$ cat config.mk
export PLATFORM = sky130hd
export DESIGN_NAME = rr_mem_sched
export DESIGN_NICKNAME = d
export VERILOG_FILES = /design/src/rtl/rr_mem_sched.sv
export SDC_FILE = /design/constraint.sdc
export NUM_CORES = 1
export LEC_CHECK = 0
export CAP_MARGIN = 10
export CORE_AREA = 2 2 156 158
export DETAILED_ROUTE_END_ITERATION = 10
export DIE_AREA = 0 0 158 160
export PLACE_DENSITY = 0.64
export RECOVER_POWER = 50
export SYNTH_ARGS = -nofsm -noshare
export SYNTH_HDL_FRONTEND = slang
export SYNTH_SLANG_ARGS = --single-unit
$ cat constraint.sdc
create_clock -name clk -period 2 [get_ports clk]
set_input_delay 0.4 -clock clk [delete_from_list [all_inputs] [get_ports clk]]
set_output_delay 0.4 -clock clk [all_outputs]
set_load 0.03 [all_outputs]
$ cat src/rtl/rr_mem_sched.sv
// rtl/rr_mem_sched.sv - four-master round-robin scheduler for the shared memory port
// Grants one master per transaction, forwards its request, and returns the ack or a watchdog abort.
module rr_mem_sched #(
    parameter int NM      = 4,
    parameter int AW      = 32,
    parameter int DW      = 32,
    parameter int TIMEOUT = 64
) (
    input  logic              clk,
    input  logic              reset,
    input  logic [NM-1:0]     REQ,
    input  logic [NM*AW-1:0]  m_addr,
    input  logic [NM*DW-1:0]  m_wdata,
    input  logic [NM-1:0]     m_wr,
    output logic [NM-1:0]     GNT,
    output logic              mem_valid,
    output logic [AW-1:0]     mem_addr,
    output logic [DW-1:0]     mem_wdata,
    output logic              mem_wr,
    output logic [1:0]        mem_src,
    input  logic [DW-1:0]     rdata,
    input  logic              rdata_ack,
    output logic [DW-1:0]     slave_rdata,
    output logic              slave_rdata_ack,
    output logic              timeout_err
);

    localparam logic [0:0]  IDLE      = 1'b0;
    localparam logic [0:0]  WAIT      = 1'b1;
    localparam logic [15:0] WDOG_LAST = 16'(TIMEOUT - 1);
    localparam logic [NM-1:0] ONE     = {{(NM-1){1'b0}}, 1'b1};

    logic [0:0]  state;
    logic [15:0] wdog;
    logic [1:0]  last;
    logic [1:0]  win;
    logic [1:0]  idx;
    logic        win_found;

    // Search starts just after the last winner; k=4 wraps back to last itself.
    always_comb begin
        win       = last;
        win_found = 1'b0;
        idx       = last;
        for (int k = 1; k <= 4; k++) begin
            idx = last + 2'(k);
            if (!win_found && REQ[idx]) begin
                win       = idx;
                win_found = 1'b1;
            end
        end
    end

    always_ff @(posedge clk or negedge reset) begin
        if (!reset) begin
            state           <= IDLE;
            GNT             <= '0;
            mem_valid       <= 1'b0;
            mem_addr        <= '0;
            mem_wdata       <= '0;
            mem_wr          <= 1'b0;
            mem_src         <= 2'd0;
            slave_rdata     <= '0;
            slave_rdata_ack <= 1'b0;
            timeout_err     <= 1'b0;
            wdog            <= 16'd0;
            last            <= 2'd3;
        end else begin
            mem_valid       <= 1'b0;
            slave_rdata_ack <= 1'b0;
            timeout_err     <= 1'b0;
            case (state)
                IDLE: begin
                    if (win_found) begin
                        GNT       <= ONE << win;
                        mem_src   <= win;
                        mem_addr  <= m_addr[win*AW +: AW];
                        mem_wdata <= m_wdata[win*DW +: DW];
                        mem_wr    <= m_wr[win];
                        mem_valid <= 1'b1;
                        wdog      <= 16'd0;
                        state     <= WAIT;
                    end
                end
                WAIT: begin
                    wdog <= wdog + 16'd1;
                    // An ack on the watchdog's final cycle still completes normally.
                    if (rdata_ack) begin
                        slave_rdata     <= rdata;
                        slave_rdata_ack <= 1'b1;
                        GNT             <= '0;
                        last            <= mem_src;
                        state           <= IDLE;
                    end else if (wdog == WDOG_LAST) begin
                        timeout_err <= 1'b1;
                        GNT         <= '0;
                        last        <= mem_src;
                        state       <= IDLE;
                    end
                end
                default: state <= IDLE;
            endcase
        end
    end

endmodule

==> impl_metrics.yaml, run 1 <==
grt:
  grt-ovfl-total: 0
  antenna_found_initial: 0
  grt_max_degree: 70
  globalRouteTotalUtil: 0.195
  grt_pass1_vias: 6651
  grt_pass1_wl_um: 37900
placed_design:
  dp_cells: 1279
  placed_area_um2: 11200
  port_buffers: 404
  globalplace.congestion: 0.756
  hpwl_um: 18700
logic_synthesis:
  synth.avg_cell_area_um2: 12.0
  synth_area_um2: 6550
  synth_edf_count: 0
  synth_flop_cell: "dfrtp_1"
  yosysSeqAreaShare: 0.478
  yosysUniqueCellTypes: 46
  ys_warn_count: 0
  ys_ff_latch: 125
  yosys-top-cells-area: "dfrtp_1 47%, mux2i_1 20%, o221ai_1 8.7%"
  syn_nets: 848
  synthArstFlopShare: 1.00
  yosysTopAreaCell: "dfrtp_1"
  post-synth-top-area-fraction: 0.470
  syn_inst: 548
drt:
  routed_wl_um: 25200
  viasPerCell: 4.71
  drtIter0Drc: 311
  ant_nets: 0
  post_drt_wl_per_cell_um: 19.1
  drc: 0
  firstDrtPassIters: 4
  vias: 6227
timing:
  fin_crit_ns: 2.09
  clock.fmax_mhz: 479
  finalCritPeriodShare: 1.04
  setup_viol: 54
  slew_headroom: 0.480
  rsz0062_at_grt: "true"
  max_slew.worst_pin.slew_ns: 0.781
  setup_ws_ns: -0.0875
  hold_viol_final: 0
  finalMaxSlewViolations: 0
  worst_clock_skew_ns: 0.0104
setup_path:
  rrSetupSlack_ns: -0.09
  rr_startpoint: "last[0]$_DFFE_PN1P_"
  end_kind: "register"
  crit_path_frequent_cell: "buf_12"
  cp_data_arrival_time_ns: 2.35
  crit_chain: "nand2b_4 > o21ai_4 > a221oi_4 > buf_12 > buf_12 > buf_6 > mux2i_1 > o221ai_1"
  critical_path_class: "reg2reg"
  worst-endpoint-required_ns: 2.26
  critPathMaxFanout: 12
  cp-start-kind: "register"
  endpoint: "mem_addr[14]$_DFFE_PN0P_"
  critPathMaxStageDelay_ns: 0.54
  reg2reg_depth: 8
  crit_slowest_cell: "dfstp_2"
  worstReg2RegEnd: "mem_addr[14]$_DFFE_PN0P_"
  crit_start: "last[0]$_DFFE_PN1P_"
floorplan:
  die_area_um2: 25300
  die_w_um: 158
  core_area_um2: 23800
  die-height_um: 160
  io_pins: 405
  start_util: 0.275
  rows: 57
pwr:
  ir_drop_uv: 604
  pwr_density_cell_nw_per_um2: 1320
  p_leak_nw: 5.22
cts:
  cts_tree: "done"
  cts_buffers: 17
  ctsHtreeMaxLevel: 4
  ctsLongestPathBuffers: 2
  clockRootBuffer: "clkbuf_16"
  clk_latency_ns: 0.41
  clk_pin_slew_ns: 0.06
  cts_sinks: 125
min_path:
  hold_path_class: "reg2reg"
cells_and_area:
  stdcell_count: 1323
  nets: 1286
  stdcell_area_um2: 12100
  area_growth_pct: 85.2
  layout_common_cells: "403 x clkdlybuf4s50_1, 123 x dfrtp_1, 117 x mux2i_1, 77 x nand2_1, 64 x o221ai_1"
  drive_above_1_share: 0.151
  mostFrequentLayoutCell: "clkdlybuf4s50_1"
  num_antenna_cells: 0
outcome:
  status: "finished, violations left"
  violations: "negative setup slack"
job:
  maxCapViolations: 0
==> cells in the mapped netlist (2+ instances only) <==
master	count
o211ai_1	2
nor3_1	2
buf_2	9
inv_1	3
clkbuf_4	6
and4_1	2
nand2_1	78
clkbuf_1	11
nand2b_2	2
o2bb2ai_1	2
o311ai_0	2
xnor2_1	2
mux2_2	33
dfrtp_1	123
nand2b_1	2
dfstp_2	2
nand3_1	10
o221ai_1	65
nor2_1	6
buf_12	8
mux2_1	2
nor4_1	2
buf_6	4
xor2_1	2
o41ai_1	2
a22o_1	6
o21ai_0	4
and3_1	2
buf_1	4
mux2i_1	134
==> worst min-delay path by stage <==
stage / startpoint / end / depth (start not counted)
finish: wdog[15]$_DFFE_PN0P_ / wdog[15]$_DFFE_PN0P_ / 1
global route: wdog[15]$_DFFE_PN0P_ / wdog[15]$_DFFE_PN0P_ / 1
CTS: reset / slave_rdata[3]$_DFFE_PN0P_ / 2
detailed placement: reset / slave_rdata[3]$_DFFE_PN0P_ / 1
global placement: reset / slave_rdata[3]$_DFFE_PN0P_ / 1
floorplan: reset / GNT[0]$_DFFE_PN0P_ / 0
==> flip-flops by register name (all words and copies together), names as in the netlist <==
register and count:
slave_rdata_ack 1, state 1, slave_rdata 32, mem_wdata 32
mem_addr 32, last 2, timeout_err 1, mem_wr 1
wdog 16, mem_src 2, mem_valid 1, GNT 4
==> worst max-delay path: cells and delay by family, from the launching register on <==
family | cells | cell delay [ns]
DFF | 1 | 0.54
AOI/OAI and AO/OA | 3 | 0.55
and+or+nand+nor | 1 | 0.13
buffers and inverters | 3 | 0.49
muxes | 1 | 0.22
==> where the power goes <==
part | switching, mW | total [mW] | internal [mW]
Clock | 1.25 | 3.18 | 1.93
Sequential | 0.494 | 3.87 | 3.38
Combinational | 4.39 | 8.98 | 4.60
Total | 6.13 | 16.0 | 9.90
==> cell type report <==
type | count | area (µm²)
clock buffers | 19 | 453
clock inverters | 13 | 154
fillers | 2199 | 11700
inverters | 4 | 15.0
multi-input cells | 376 | 3160
flip-flops and latches | 125 | 3130
well taps | 324 | 405
repair buffers | 462 | 4810
==> routing by layer <==
metal | vias up | GRT usage | part of all wire
li1 | 2953 | - | -
met1 | 2990 | 0.227 | 0.40
met2 | 258 | 0.339 | 0.50
met3 | 26 | 0.0670 | 0.090
met4 | 0 | 0.0536 | 0.017
met5 | - | 0 | 0
==> cells by family (layout without fill, tap and decap cells) <==
logic type / after synthesis / in the layout / synth area share
multiplexers: 169 / 169 / 0.265
AO/OA/AOI/OAI: 91 / 91 / 0.119
adder cells (fa/ha/maj): 1 / 1 / 0.00191
flip-flops: 125 / 125 / 0.478
buffers and inverters: 47 / 498 / 0.0571
XOR/XNOR: 4 / 4 / 0.00535
AND/OR/NAND/NOR: 111 / 111 / 0.0739
==> per-stage QoR <==
stage	utilization	worst slack, ns	hold WS, ns	TNS, ns	total power, mW
global route	0.509	-0.159	0.494	-7.19	16.8
CTS	0.503	-0.0595	0.330	-0.720	15.8
detailed placement	0.470	-0.507	0.244	-26.42	12.1
global placement	0.470	-0.477	0.244	-24.99	12.0
floorplan	-	0.137	0.104	0	8.70
finish	0.509	-0.0875	0.471	-1.53	16.0
==> repair_timing <==
| action | 4_1_cts | 5_1_grt |
|---|---|---|
| hold buffers | 1 | 0 |
| hold endpoints to repair | 7 | 0 |
| resized for setup | 17 | 15 |
| setup buffers | 3 | 4 |
| gates cloned | 2 | 3 |
| pin swaps | 4 | 3 |
| setup endpoints to repair | 53 | 63 |
Power figures use the tool's default switching activity.
==> run 2: changes to the inputs <==
SLEW_MARGIN = 20   (was not set)
TNS_END_PERCENT = 100   (was not set)
==> results of run 2 <==
No change in the layout: final DEF, timing and power equal those of run 1.
==> RTL change (config.mk and constraints of run 1) <==
Put one more register stage on the output `timeout_err`. The value now appears one clock later. The other outputs are not delayed to match.
--- a/src/rtl/rr_mem_sched.sv
+++ b/src/rtl/rr_mem_sched.sv
@@ -30,4 +30,6 @@
     localparam logic [15:0] WDOG_LAST = 16'(TIMEOUT - 1);
     localparam logic [NM-1:0] ONE     = {{(NM-1){1'b0}}, 1'b1};
+
+    logic timeout_err_s0;
 
     logic [0:0]  state;
@@ -63,5 +65,5 @@
             slave_rdata     <= '0;
             slave_rdata_ack <= 1'b0;
-            timeout_err     <= 1'b0;
+            timeout_err_s0  <= 1'b0;
             wdog            <= 16'd0;
             last            <= 2'd3;
@@ -69,5 +71,5 @@
             mem_valid       <= 1'b0;
             slave_rdata_ack <= 1'b0;
-            timeout_err     <= 1'b0;
+            timeout_err_s0  <= 1'b0;
             case (state)
                 IDLE: begin
@@ -93,5 +95,5 @@
                         state           <= IDLE;
                     end else if (wdog == WDOG_LAST) begin
-                        timeout_err <= 1'b1;
+                        timeout_err_s0 <= 1'b1;
                         GNT         <= '0;
                         last        <= mem_src;
@@ -104,4 +106,8 @@
     end
 
+    always_ff @(posedge clk) begin
+        timeout_err <= timeout_err_s0;
+    end
+
 endmodule
 
Function: no difference found for any inputs over 4 cycles, from zero or initial values and one cycle with reset low; that may be too few to reach the edited logic, so the function may still have changed.
==> RTL change against run 1 <==
The run still ends with negative setup slack left; worst hold slack lost 0.12 ns; sequential cell count grew 1; power grew 3.0%; die area is the same; synthesized area grew 0.31%; design area grew 2.6%; critical path depth is the same; wire length shrank 0.48%; synthesized cell count grew 0.18%; clock skew shrank 0.0027 ns; setup slack gained 0.015 ns; sequential share of layout area shrank 0.50 points.
==> RTL change: results (changes against run 1) <==
<table>
<tr><th>Metric</th><th>Value</th></tr>
<tr><th colspan="2">Run status</th></tr>
<tr><td>Status</td><td>finished with violations</td></tr>
<tr><td>Violations in the final reports</td><td>negative setup slack</td></tr>
<tr><th colspan="2">GRT</th></tr>
<tr><td>Total track usage</td><td>19.2% (-0.32 points)</td></tr>
<tr><td>Met1 usage</td><td>22.3% (-0.37 points)</td></tr>
<tr><td>Via count of the first global-routing pass</td><td>6,708 (+0.86%)</td></tr>
<tr><td>Pin count of the biggest net entering global routing</td><td>67 (-4.3%)</td></tr>
<tr><td>Met3 track demand over resource</td><td>6.89% (+0.19 points)</td></tr>
<tr><th colspan="2">Timing</th></tr>
<tr><td>Number of failing setup endpoints in the final timing report</td><td>55 (+1.9%)</td></tr>
<tr><td>Worst Clk Skew</td><td>0.00771 ns (-0.00274 ns)</td></tr>
<tr><td>Min setup slack post-route</td><td>-0.0729 ns (+0.0145 ns)</td></tr>
<tr><td>Sum Neg Setup Slack</td><td>-1.95 ns (-0.427 ns)</td></tr>
<tr><th colspan="2">Placed design</th></tr>
<tr><td>Post-place setup slack</td><td>-0.438 ns (+0.0695 ns)</td></tr>
<tr><td>Detailed-placement wirelength estimate</td><td>19,000 um (+1.7%)</td></tr>
<tr><td>Placed inst area</td><td>11,200 um2 (+0.31%)</td></tr>
<tr><td>Number of cells after detailed placement</td><td>1,285 (+0.47%)</td></tr>
<tr><th colspan="2">Synth</th></tr>
<tr><td>Sequential share of the synthesized area</td><td>48.0% (+0.16 points)</td></tr>
<tr><td>Distinct cell type count after synthesis</td><td>47 (+2.2%)</td></tr>
<tr><td>Synth top area cells</td><td>sky130_fd_sc_hd__dfrtp_1 47%, sky130_fd_sc_hd__mux2i_1 20%, sky130_fd_sc_hd__o221ai_1 8.7%</td></tr>
<tr><th colspan="2">Critical path</th></tr>
<tr><td>Gate family responsible for the most delay along the worst path</td><td>flip-flops</td></tr>
<tr><th colspan="2">Power</th></tr>
<tr><td>Worst vdd rail ir drop</td><td>597 uV (-1.1%)</td></tr>
<tr><td>Sw frac</td><td>38.3% (+0.091 points)</td></tr>
<tr><td>Leak</td><td>0.00523 uW (+0.21%)</td></tr>
<tr><th colspan="2">Finish</th></tr>
<tr><td>Sequential share of cell area</td><td>25.3% (-0.50 points)</td></tr>
<tr><td>Count of filler cells inserted in the layout</td><td>2,159 (-1.8%)</td></tr>
<tr><td>FFs &amp; Latches</td><td>126 (+0.80%)</td></tr>
<tr><th colspan="2">Routing</th></tr>
<tr><td>Total Wirelength</td><td>25,100 um (-0.48%)</td></tr>
</table>
RTL change: cell count changes in the layout (fill, tap and decap cells not counted), moves of 3 or more:
cell,delta
sky130_fd_sc_hd__mux2i_1,-21
sky130_fd_sc_hd__mux2i_4,+18
sky130_fd_sc_hd__o221ai_1,-10
sky130_fd_sc_hd__o221ai_2,+10
sky130_fd_sc_hd__buf_8,+4
sky130_fd_sc_hd__buf_6,-3
sky130_fd_sc_hd__mux2i_2,+3
RTL change: final timing paths:
check / start / end / slack, ns / cells after the start
max reg2reg: last[0]$_DFFE_PN1P_ / mem_wdata[16]$_DFFE_PN0P_ / -0.07 / 8
max: last[0]$_DFFE_PN1P_ / mem_wdata[16]$_DFFE_PN0P_ / -0.07 / 8
min in group asynchronous: reset / slave_rdata[18]$_DFFE_PN0P_ / 0.76 / 3
min: timeout_err_s0$_DFF_PN0_ / timeout_err$_DFF_P_ / 0.35 / 0
max in group asynchronous: reset / mem_addr[2]$_DFFE_PN0P_ / 0.56 / 3
min reg2reg: timeout_err_s0$_DFF_PN0_ / timeout_err$_DFF_P_ / 0.35 / 0
RTL change: kinds of logic (layout without fill, tap and decap cells):
logic type | after synthesis | in the layout | share of synthesized area [%]
muxes | 169 | 169 | 26.4
DFF | 126 | 126 | 48.0
and+or+nand+nor | 111 | 111 | 7.37
AOI/OAI and AO/OA | 91 | 91 | 11.8
buffers and inverters | 47 | 499 | 5.69
xor gates and xnor gates | 4 | 4 | 0.533
adders and majority gates | 1 | 1 | 0.190
RTL change: what timing repair did:
action	in CTS	in global routing
hold buffers	1	0
gates resized for setup	9	90
pin swaps	1	19
setup buffers	2	1
endpoints found under the hold margin	7	0
cloned	0	4
endpoints found under the setup margin	53	67
